File: config.mk
export PLATFORM = sky130hd
export DESIGN_NAME = tour_len_eval
export DESIGN_NICKNAME = d
export VERILOG_FILES = /design/src/rtl/tour_len_eval.sv
export SDC_FILE = /design/constraint.sdc
export NUM_CORES = 2
export LEC_CHECK = 0
export CELL_PAD_IN_SITES_DETAIL_PLACEMENT = 0
export CELL_PAD_IN_SITES_GLOBAL_PLACEMENT = 2
export CORE_AREA = 5 5 561 563
export CTS_CLUSTER_DIAMETER = 40
export DETAILED_ROUTE_END_ITERATION = 10
export DIE_AREA = 0 0 566 568
export PLACE_DENSITY_LB_ADDON = 0.2
export SLEW_MARGIN = 25
export SYNTH_ARGS = -nofsm -noshare
export SYNTH_HDL_FRONTEND = slang
export SYNTH_SLANG_ARGS = --single-unit
File: constraint.sdc
create_clock -name clk -period 10.6 [get_ports clk]
set_input_delay 3.18 -clock clk [delete_from_list [all_inputs] [get_ports clk]]
set_output_delay 3.18 -clock clk [all_outputs]
set_load 0.01 [all_outputs]
File: src/rtl/tour_len_eval.sv
// tour_len_eval: snapshots a tour, sums its Manhattan edge lengths one edge per cycle,
// checks it is a permutation and tracks the best valid length seen.
module tour_len_eval #(
    parameter int N  = 64,
    parameter int CW = 8,
    parameter int IW = 6,
    parameter int LW = 16
) (
    input  logic                   clk,
    input  logic                   rst,
    input  logic [N-1:0][CW-1:0]   xs,
    input  logic [N-1:0][CW-1:0]   ys,
    input  logic [N-1:0][IW-1:0]   path,
    input  logic                   start,
    input  logic                   clear_best,
    output logic                   busy,
    output logic                   done,
    output logic [LW-1:0]          len,
    output logic                   perm_ok,
    output logic [LW-1:0]          best_len,
    output logic                   best_valid,
    output logic                   improved
);
    typedef enum logic [1:0] {S_IDLE, S_RUN, S_DONE} state_t;
    state_t                 r_state, w_next;
    logic [N-1:0][IW-1:0]   r_snap;
    logic [LW-1:0]          r_acc;
    logic [IW-1:0]          r_i;
    logic [N-1:0]           r_seen;
    logic                   r_dup;
    logic [IW-1:0]          w_a, w_b;
    logic [CW:0]            w_dx, w_dy;
    logic [CW-1:0]          w_adx, w_ady;
    logic [LW-1:0]          w_step;
    logic                   w_better;

    always_comb begin
        w_a      = r_snap[r_i];
        w_b      = r_snap[r_i + IW'(1)];
        w_dx     = {1'b0, xs[w_a]} - {1'b0, xs[w_b]};
        w_dy     = {1'b0, ys[w_a]} - {1'b0, ys[w_b]};
        w_adx    = w_dx[CW] ? CW'(-w_dx) : w_dx[CW-1:0];
        w_ady    = w_dy[CW] ? CW'(-w_dy) : w_dy[CW-1:0];
        w_step   = LW'(w_adx) + LW'(w_ady);
        w_better = ~r_dup && (~best_valid || r_acc < best_len);
        busy     = r_state == S_RUN;
    end

    always_comb begin
        w_next = r_state;
        case (r_state)
            S_IDLE:  w_next = start ? S_RUN : S_IDLE;
            S_RUN:   w_next = (r_i == IW'(N-1)) ? S_DONE : S_RUN;
            S_DONE:  w_next = S_IDLE;
            default: w_next = S_IDLE;
        endcase
    end

    always_ff @(posedge clk or negedge rst) begin
        if (!rst) r_state <= S_IDLE;
        else      r_state <= w_next;
    end

    always_ff @(posedge clk or negedge rst) begin
        if (!rst) begin
            r_snap     <= '0;
            r_acc      <= '0;
            r_i        <= '0;
            r_seen     <= '0;
            r_dup      <= 1'b0;
            done       <= 1'b0;
            improved   <= 1'b0;
            len        <= '0;
            perm_ok    <= 1'b0;
            best_len   <= '1;
            best_valid <= 1'b0;
        end else begin
            done     <= 1'b0;
            improved <= 1'b0;
            if (clear_best) begin
                best_len   <= '1;
                best_valid <= 1'b0;
            end
            case (r_state)
                S_IDLE: if (start) begin
                    r_snap <= path;
                    r_acc  <= '0;
                    r_i    <= '0;
                    r_seen <= '0;
                    r_dup  <= 1'b0;
                end
                S_RUN: begin
                    r_acc       <= r_acc + w_step;
                    r_seen[w_a] <= 1'b1;
                    r_dup       <= r_dup | r_seen[w_a];
                    r_i         <= r_i + IW'(1);
                end
                S_DONE: begin
                    len     <= r_acc;
                    perm_ok <= ~r_dup;
                    done    <= 1'b1;
                    // a simultaneous clear takes precedence over a new best
                    if (w_better && !clear_best) begin
                        best_len   <= r_acc;
                        best_valid <= 1'b1;
                        improved   <= 1'b1;
                    end
                end
                default: ;
            endcase
        end
    end
endmodule

# Word level (Yosys, flattened, before mapping)

Index checks and enable logic that the tools add are counted.

$lt $le $gt $ge: 6
Reduce and logical (&&, ||, !) cells: 9
Add/subtract/negate cells: 7
Mux-type cells: 38
Eq/ne operators: 4
Bitwise operators: 4

Operators with widths:

| kind                                                               | count |
|---|---|
| binary-select mux 8 bit (select 6 bit)                             | 4 |
| one-hot mux 64 bit (2 select lines)                                | 1 |
| binary-select mux 6 bit (select 6 bit)                             | 2 |
| two-way mux 16 bit                                                 | 4 |
| two-way mux 64 bit                                                 | 1 |
| OR 64 bit                                                          | 1 |
| two-way mux 8 bit                                                  | 6 |
| one-hot mux 16 bit (2 select lines)                                | 1 |
| less-than comparator 6 x 7 -> 1 bit (second input constant)        | 4 |
| two-way mux 6 bit                                                  | 3 |
| subtractor 8 x 8 -> 9 bit                                          | 2 |
| adder 16 x 9 -> 16 bit                                             | 1 |
| less-than comparator 16 bit                                        | 1 |
| negation 8 bit                                                     | 2 |
| one-hot mux 6 bit (2 select lines)                                 | 1 |
| two-way mux 1 bit                                                  | 10 |
| adder 8 x 8 -> 9 bit                                               | 1 |
| adder 6 x 1 -> 6 bit (second input constant)                       | 1 |
| binary-select mux 1 bit (select 6 bit)                             | 1 |
| demux 1 bit (select 6 bit)                                         | 1 |
| == test 6 bit (second input constant)                              | 1 |
| greater-or-equal comparator 6 x 1 -> 1 bit (second input constant) | 1 |
| one-hot mux 2 bit (2 select lines)                                 | 1 |
| AND reduction 2 bit                                                | 2 |
| 12 further kinds                                                   | 15 |

Register bits: 509
Word-level logic and storage cells: 143
Input port bits: 1412
Output and inout bits: 37

# Longest topological paths before layout

Word-level depth: 11
Gate-level depth with buffers: 46
Depth with buffers taken out: 37

# Least setup slack after synthesis

Ideal clock, no wire load.

Path kind: input port to flip-flop
Start: in ys[40] (netlist bit)
End: reg r_acc[15]
Stages on the path: 30
Data arrival time: 8.848 ns
Setup slack: 1.627 ns
Required time: 10.474 ns
Path through: nand2_1 a32oi_1 a31oi_1 or4_1 nor3_1 ha_1 inv_1 fa_1 a21o_1 a21oi_1 o21bai_1 a21oi_1 o21bai_1 a21oi_1 o21ai_0 fa_1 ha_1 inv_1 fa_1 nor2b_1 o21ai_0 a21boi_0 o21ai_0 a21boi_0 o21ai_0 a21oi_1 and3_1 and3_1 nand3_1 mux2i_1

Longest elaborated chain between the ends: 8

RTL lines:

| item                                    | line | source |
|---|---|---|
| start, declared                         | 12   | `input logic [N-1:0][CW-1:0] ys,` |
| binary-select mux 8 bit (select 6 bit)  | 41   | `w_dy = {1'b0, ys[w_a]} - {1'b0, ys[w_b]};` |
| two-way mux 8 bit (not written as such) | 41   |  |
| subtractor 8 x 8 -> 9 bit (*)           | 41   |  |
| negation 8 bit                          | 43   | `w_ady = w_dy[CW] ? CW'(-w_dy) : w_dy[CW-1:0];` |
| two-way mux 8 bit (*)                   | 43   |  |
| adder 8 x 8 -> 9 bit (*)                | 44   | `w_step = LW'(w_adx) + LW'(w_ady);` |
| adder 16 x 9 -> 16 bit (*)              | 93   | `r_acc <= r_acc + w_step;` |
| one-hot mux 16 bit (2 select lines) (*) | 84   | `case (r_state)` |
| end signal, assigned                    | 93   |  |
| end, declared                           | 27   | `logic [LW-1:0] r_acc;` |

Mark *: on every way between the ends. The rest lies on a longest branch, timed or not. The select of a mux whose other input is x is not followed.
A chain may end at the register's enable or synchronous reset.

# Worst setup path in the final report

Start: reg r_i[2]
End: reg r_acc[14]

Longest elaborated chain between the ends: 11

RTL lines:

| item                                                             | line   | source |
|---|---|---|
| start, declared                                                  | 28     | `logic [IW-1:0] r_i;` |
| start signal, assigned                                           | 96     | `r_i <= r_i + IW'(1);` |
| adder 6 x 1 -> 6 bit                                             | 39     | `w_b = r_snap[r_i + IW'(1)];` |
| binary-select mux 6 bit (select 6 bit)                           | 39     |  |
| two-way mux 6 bit (not written as such)                          | 39     |  |
| binary-select mux 8 bit (select 6 bit), on equally long branches | 40, 41 |  |
| two-way mux 8 bit, on equally long branches                      | 40, 41 |  |
| subtractor 8 x 8 -> 9 bit, on equally long branches              | 40, 41 |  |
| negation 8 bit, on equally long branches                         | 42, 43 |  |
| two-way mux 8 bit, on equally long branches                      | 42, 43 |  |
| adder 8 x 8 -> 9 bit (*)                                         | 44     |  |
| adder 16 x 9 -> 16 bit (*)                                       | 93     |  |
| one-hot mux 16 bit (2 select lines) (*)                          | 84     |  |

Marks and branches as above.

==> results.sh <==
export IMPL_crit_type="reg2reg"
export IMPL_rr_startpoint="r_i[2]$_DFFE_PN0P_"
export IMPL_place_congestion=0.917
export IMPL_worst_path_max_fanout=15
export IMPL_busiest_layer="met2"
export IMPL_start_kind="register"
export IMPL_final_hold_violation_count=0
export IMPL_reg2regPathDepth=38
export IMPL_fin_cells=11100
export IMPL_whs_path_depth=2
export IMPL_clk_path_buf_depth=3
export IMPL_row_count=204
export IMPL_grt_overflow=0
export IMPL_run_status="complete, no violations"
export IMPL_totalWireLength_mm=408
export IMPL_rsz0062_at_grt="no"
export IMPL_antenna_found_initial=209
export IMPL_setup_viol=0
export IMPL_use_met2_pct=42.4
export IMPL_slowest_delay_ns=0.74
export IMPL_avgViaCountPerCell=4.75
export IMPL_crit_top_cell="buf_4"
export IMPL_vias=52900
export IMPL_use_met1_pct=29.4
export IMPL_yosys_warnings=0
export IMPL_die_x_um=566
export IMPL_synth_edff_count=0
export IMPL_cts_tree="built"
export IMPL_portBuffers=1448
export IMPL_netlist_area_sq_mm=0.0418
export IMPL_detail_route_iter0_violations=4979
export IMPL_grt_max_degree=178
export IMPL_cap_viol_max_count=0
export IMPL_synth_cell_type_count=83
export IMPL_netlist_instances=5272
export IMPL_slew_violations=0
export IMPL_tightest_slew_ns=1.13
export IMPL_hold_buffers=0
export IMPL_r2r_slack_ns=0.49
export IMPL_endpoint="r_acc[14]$_DFFE_PN0P_"
export IMPL_worst_hold_path_type="reg2reg"
export IMPL_skew_ns=0.0463
export IMPL_post_route_drc_count=0
export IMPL_io_pins=1449
export IMPL_slowest_stage="nor4_1"
export IMPL_fin_crit_sh_pct=95.4
export IMPL_relSlewSlack_pct=24.9
export IMPL_drive_gt1_share_pct=14.8
export IMPL_synth_flop_cell="dfrtp_1"
export IMPL_syn_nets=6737
export IMPL_area_growth_pct=64.7
export IMPL_wl_per_cell_um=36.7
export IMPL_dp_cells=10800
export IMPL_grt_usage_pct=24.1
export IMPL_cp_startpoint="r_i[2]$_DFFE_PN0P_"
export IMPL_ctsRootBufferMaster="clkbuf_16"
export IMPL_grt_pass1_wl_mm=532
export IMPL_clk_pin_slew_ns=0.04
export IMPL_cp_end_kind="register"
export IMPL_final_nets=8280
export IMPL_dp_hpwl_mm=334
export IMPL_ys_seq_area_share_pct=30.6
export IMPL_fmax_mhz=98.9
export IMPL_grt_pass1_vias=53300
export IMPL_cts_sinks=509
export IMPL_postRouteAntennaNets=0
export IMPL_mostFrequentLayoutCell="nand2_1"
export IMPL_layout_common_cells="nand2_1 (2007), clkdlybuf4s50_1 (1447), dfrtp_1 (489)"
export IMPL_initial_core_util_pct=13.5
export IMPL_core_sq_mm=0.308
export IMPL_layout_min_cycle_time_ns=10.11
export IMPL_htreeDepth=4
export IMPL_synthArstFlopShare_pct=100
export IMPL_required_ns=11.25
export IMPL_cts_buffers=130
export IMPL_use_met3_pct=5.02
export IMPL_dr_pass1_iters=6
export IMPL_synth_seq_cells=509
export IMPL_fp_dieH_um=568
export IMPL_dieArea_sq_mm=0.321
export IMPL_synth_avg_cell_area_sq_um=7.92
export IMPL_arrival_ns=10.76
export IMPL_clock_latency_ns=0.74
export IMPL_r2r_end="r_acc[14]$_DFFE_PN0P_"
worst max-delay path, delay by kind of cell (launching register included):
kind	cells	cell delay, ns
compound gates	16	3.01
flops	1	0.62
simple gates	9	3.29
fa+ha+maj	3	1.02
buf+inv	9	1.82
xor+xnor	1	0.15
timing repair:
item                       in CTS  in global routing
resized for setup               6                 26
pin swaps                       0                  4
gates cloned                    1                  1
setup endpoints to repair       3                  6
buffers inserted                0                  9
state kept, by name (all words and copies together) (netlist names):
name	count
r_snap	384
r_i	6
done	1
len	16
perm_ok	1
best_len	16
improved	1
r_dup	1
r_state	2
r_acc	16
best_valid	1
r_seen	64
synthesized netlist by cell type (all sizes together), types with 13 or more instances:
cell type | n | area, sq um
a21oi | 86 | 430
dfrtp | 493 | 12300
o22ai | 468 | 2930
a21o | 18 | 135
buf | 287 | 1540
o22a | 36 | 315
nor2 | 52 | 200
a2111oi | 27 | 254
dfstp | 16 | 420
xnor2 | 13 | 129
and3 | 13 | 81.3
o21ai | 45 | 225
mux2i | 147 | 1480
nor4 | 109 | 682
ha | 42 | 526
nor3 | 43 | 225
inv | 59 | 221
and2 | 41 | 259
mux2 | 17 | 191
a22oi | 47 | 353
xor2 | 19 | 174
nand2 | 2019 | 7590
o221ai | 33 | 295
a211oi | 40 | 300
a32oi | 85 | 744
clkbuf | 183 | 687
a211o | 13 | 114
nand4 | 40 | 250
a31oi | 123 | 769
mux4 | 218 | 4910
nor2b | 16 | 110
a22o | 60 | 526
nand3 | 246 | 1250
nand2b | 16 | 103
worst min path at each step:
stage / endpoint / slack [ns] / startpoint
after global routing: perm_ok$_DFFE_PN0P_ / 0.50 / perm_ok$_DFFE_PN0P_
final: len[5]$_DFFE_PN0P_ / 0.48 / len[5]$_DFFE_PN0P_
after detailed placement: perm_ok$_DFFE_PN0P_ / 0.47 / perm_ok$_DFFE_PN0P_
after CTS: perm_ok$_DFFE_PN0P_ / 0.48 / perm_ok$_DFFE_PN0P_
after floorplan: r_snap[331]$_DFFE_PN0P_ / 0.46 / r_snap[331]$_DFFE_PN0P_
after global placement: len[7]$_DFFE_PN0P_ / 0.47 / len[7]$_DFFE_PN0P_
layout make-up:
type	count	area [sq um]
Antenna cell	84	210
Clock buffer	165	3600
Clock inverter	74	1150
Fill cell	34300	240000
Inverter	59	221
Multi-Input combinational cell	4235	27200
Sequential cell	509	12800
Tap cell	4120	5150
Timing Repair Buffer	1880	18500
per-stage QoR:
| step | TNS (ns) | area, sq um | utilization, % | hold WS (ns) | setup slack [ns] |
|---|---|---|---|---|---|
| final | 0 | 68800 | 22.3 | 0.478 | 0.490 |
| after global routing | 0 | 68700 | 22.3 | 0.499 | 0.0554 |
| after CTS | 0 | 68300 | 22.2 | 0.485 | 0.0101 |
| after detailed placement | -1.51 | 63500 | 20.6 | 0.470 | -0.430 |
| after global placement | -1.98 | 63500 | 20.6 | 0.471 | -0.576 |
| after floorplan | 0 | 41800 | - | 0.457 | 1.63 |
cells by family (layout without fill, tap and decap cells):
logic type,after synthesis,in the layout,share of synthesized area [%]
and+or+nand+nor,2612,2612,26.0
AOI/OAI and AO/OA,1155,1155,19.3
buffers and inverters,529,2178,5.86
DFF,509,509,30.6
muxes,382,383,15.8
adders and majority gates,53,53,1.79
xor gates and xnor gates,32,32,0.725
other,0,84,0
layer usage:
metal | part of all wire [%] | wire length [um]
met4 | 3.6 | 14900
met5 | 0.15 | 631
met1 | 41 | 167000
met2 | 49 | 202000
met3 | 5.9 | 24200
Power is not shown: default switching activity piles up to over one toggle a cycle in this logic, so the estimate is an artifact.
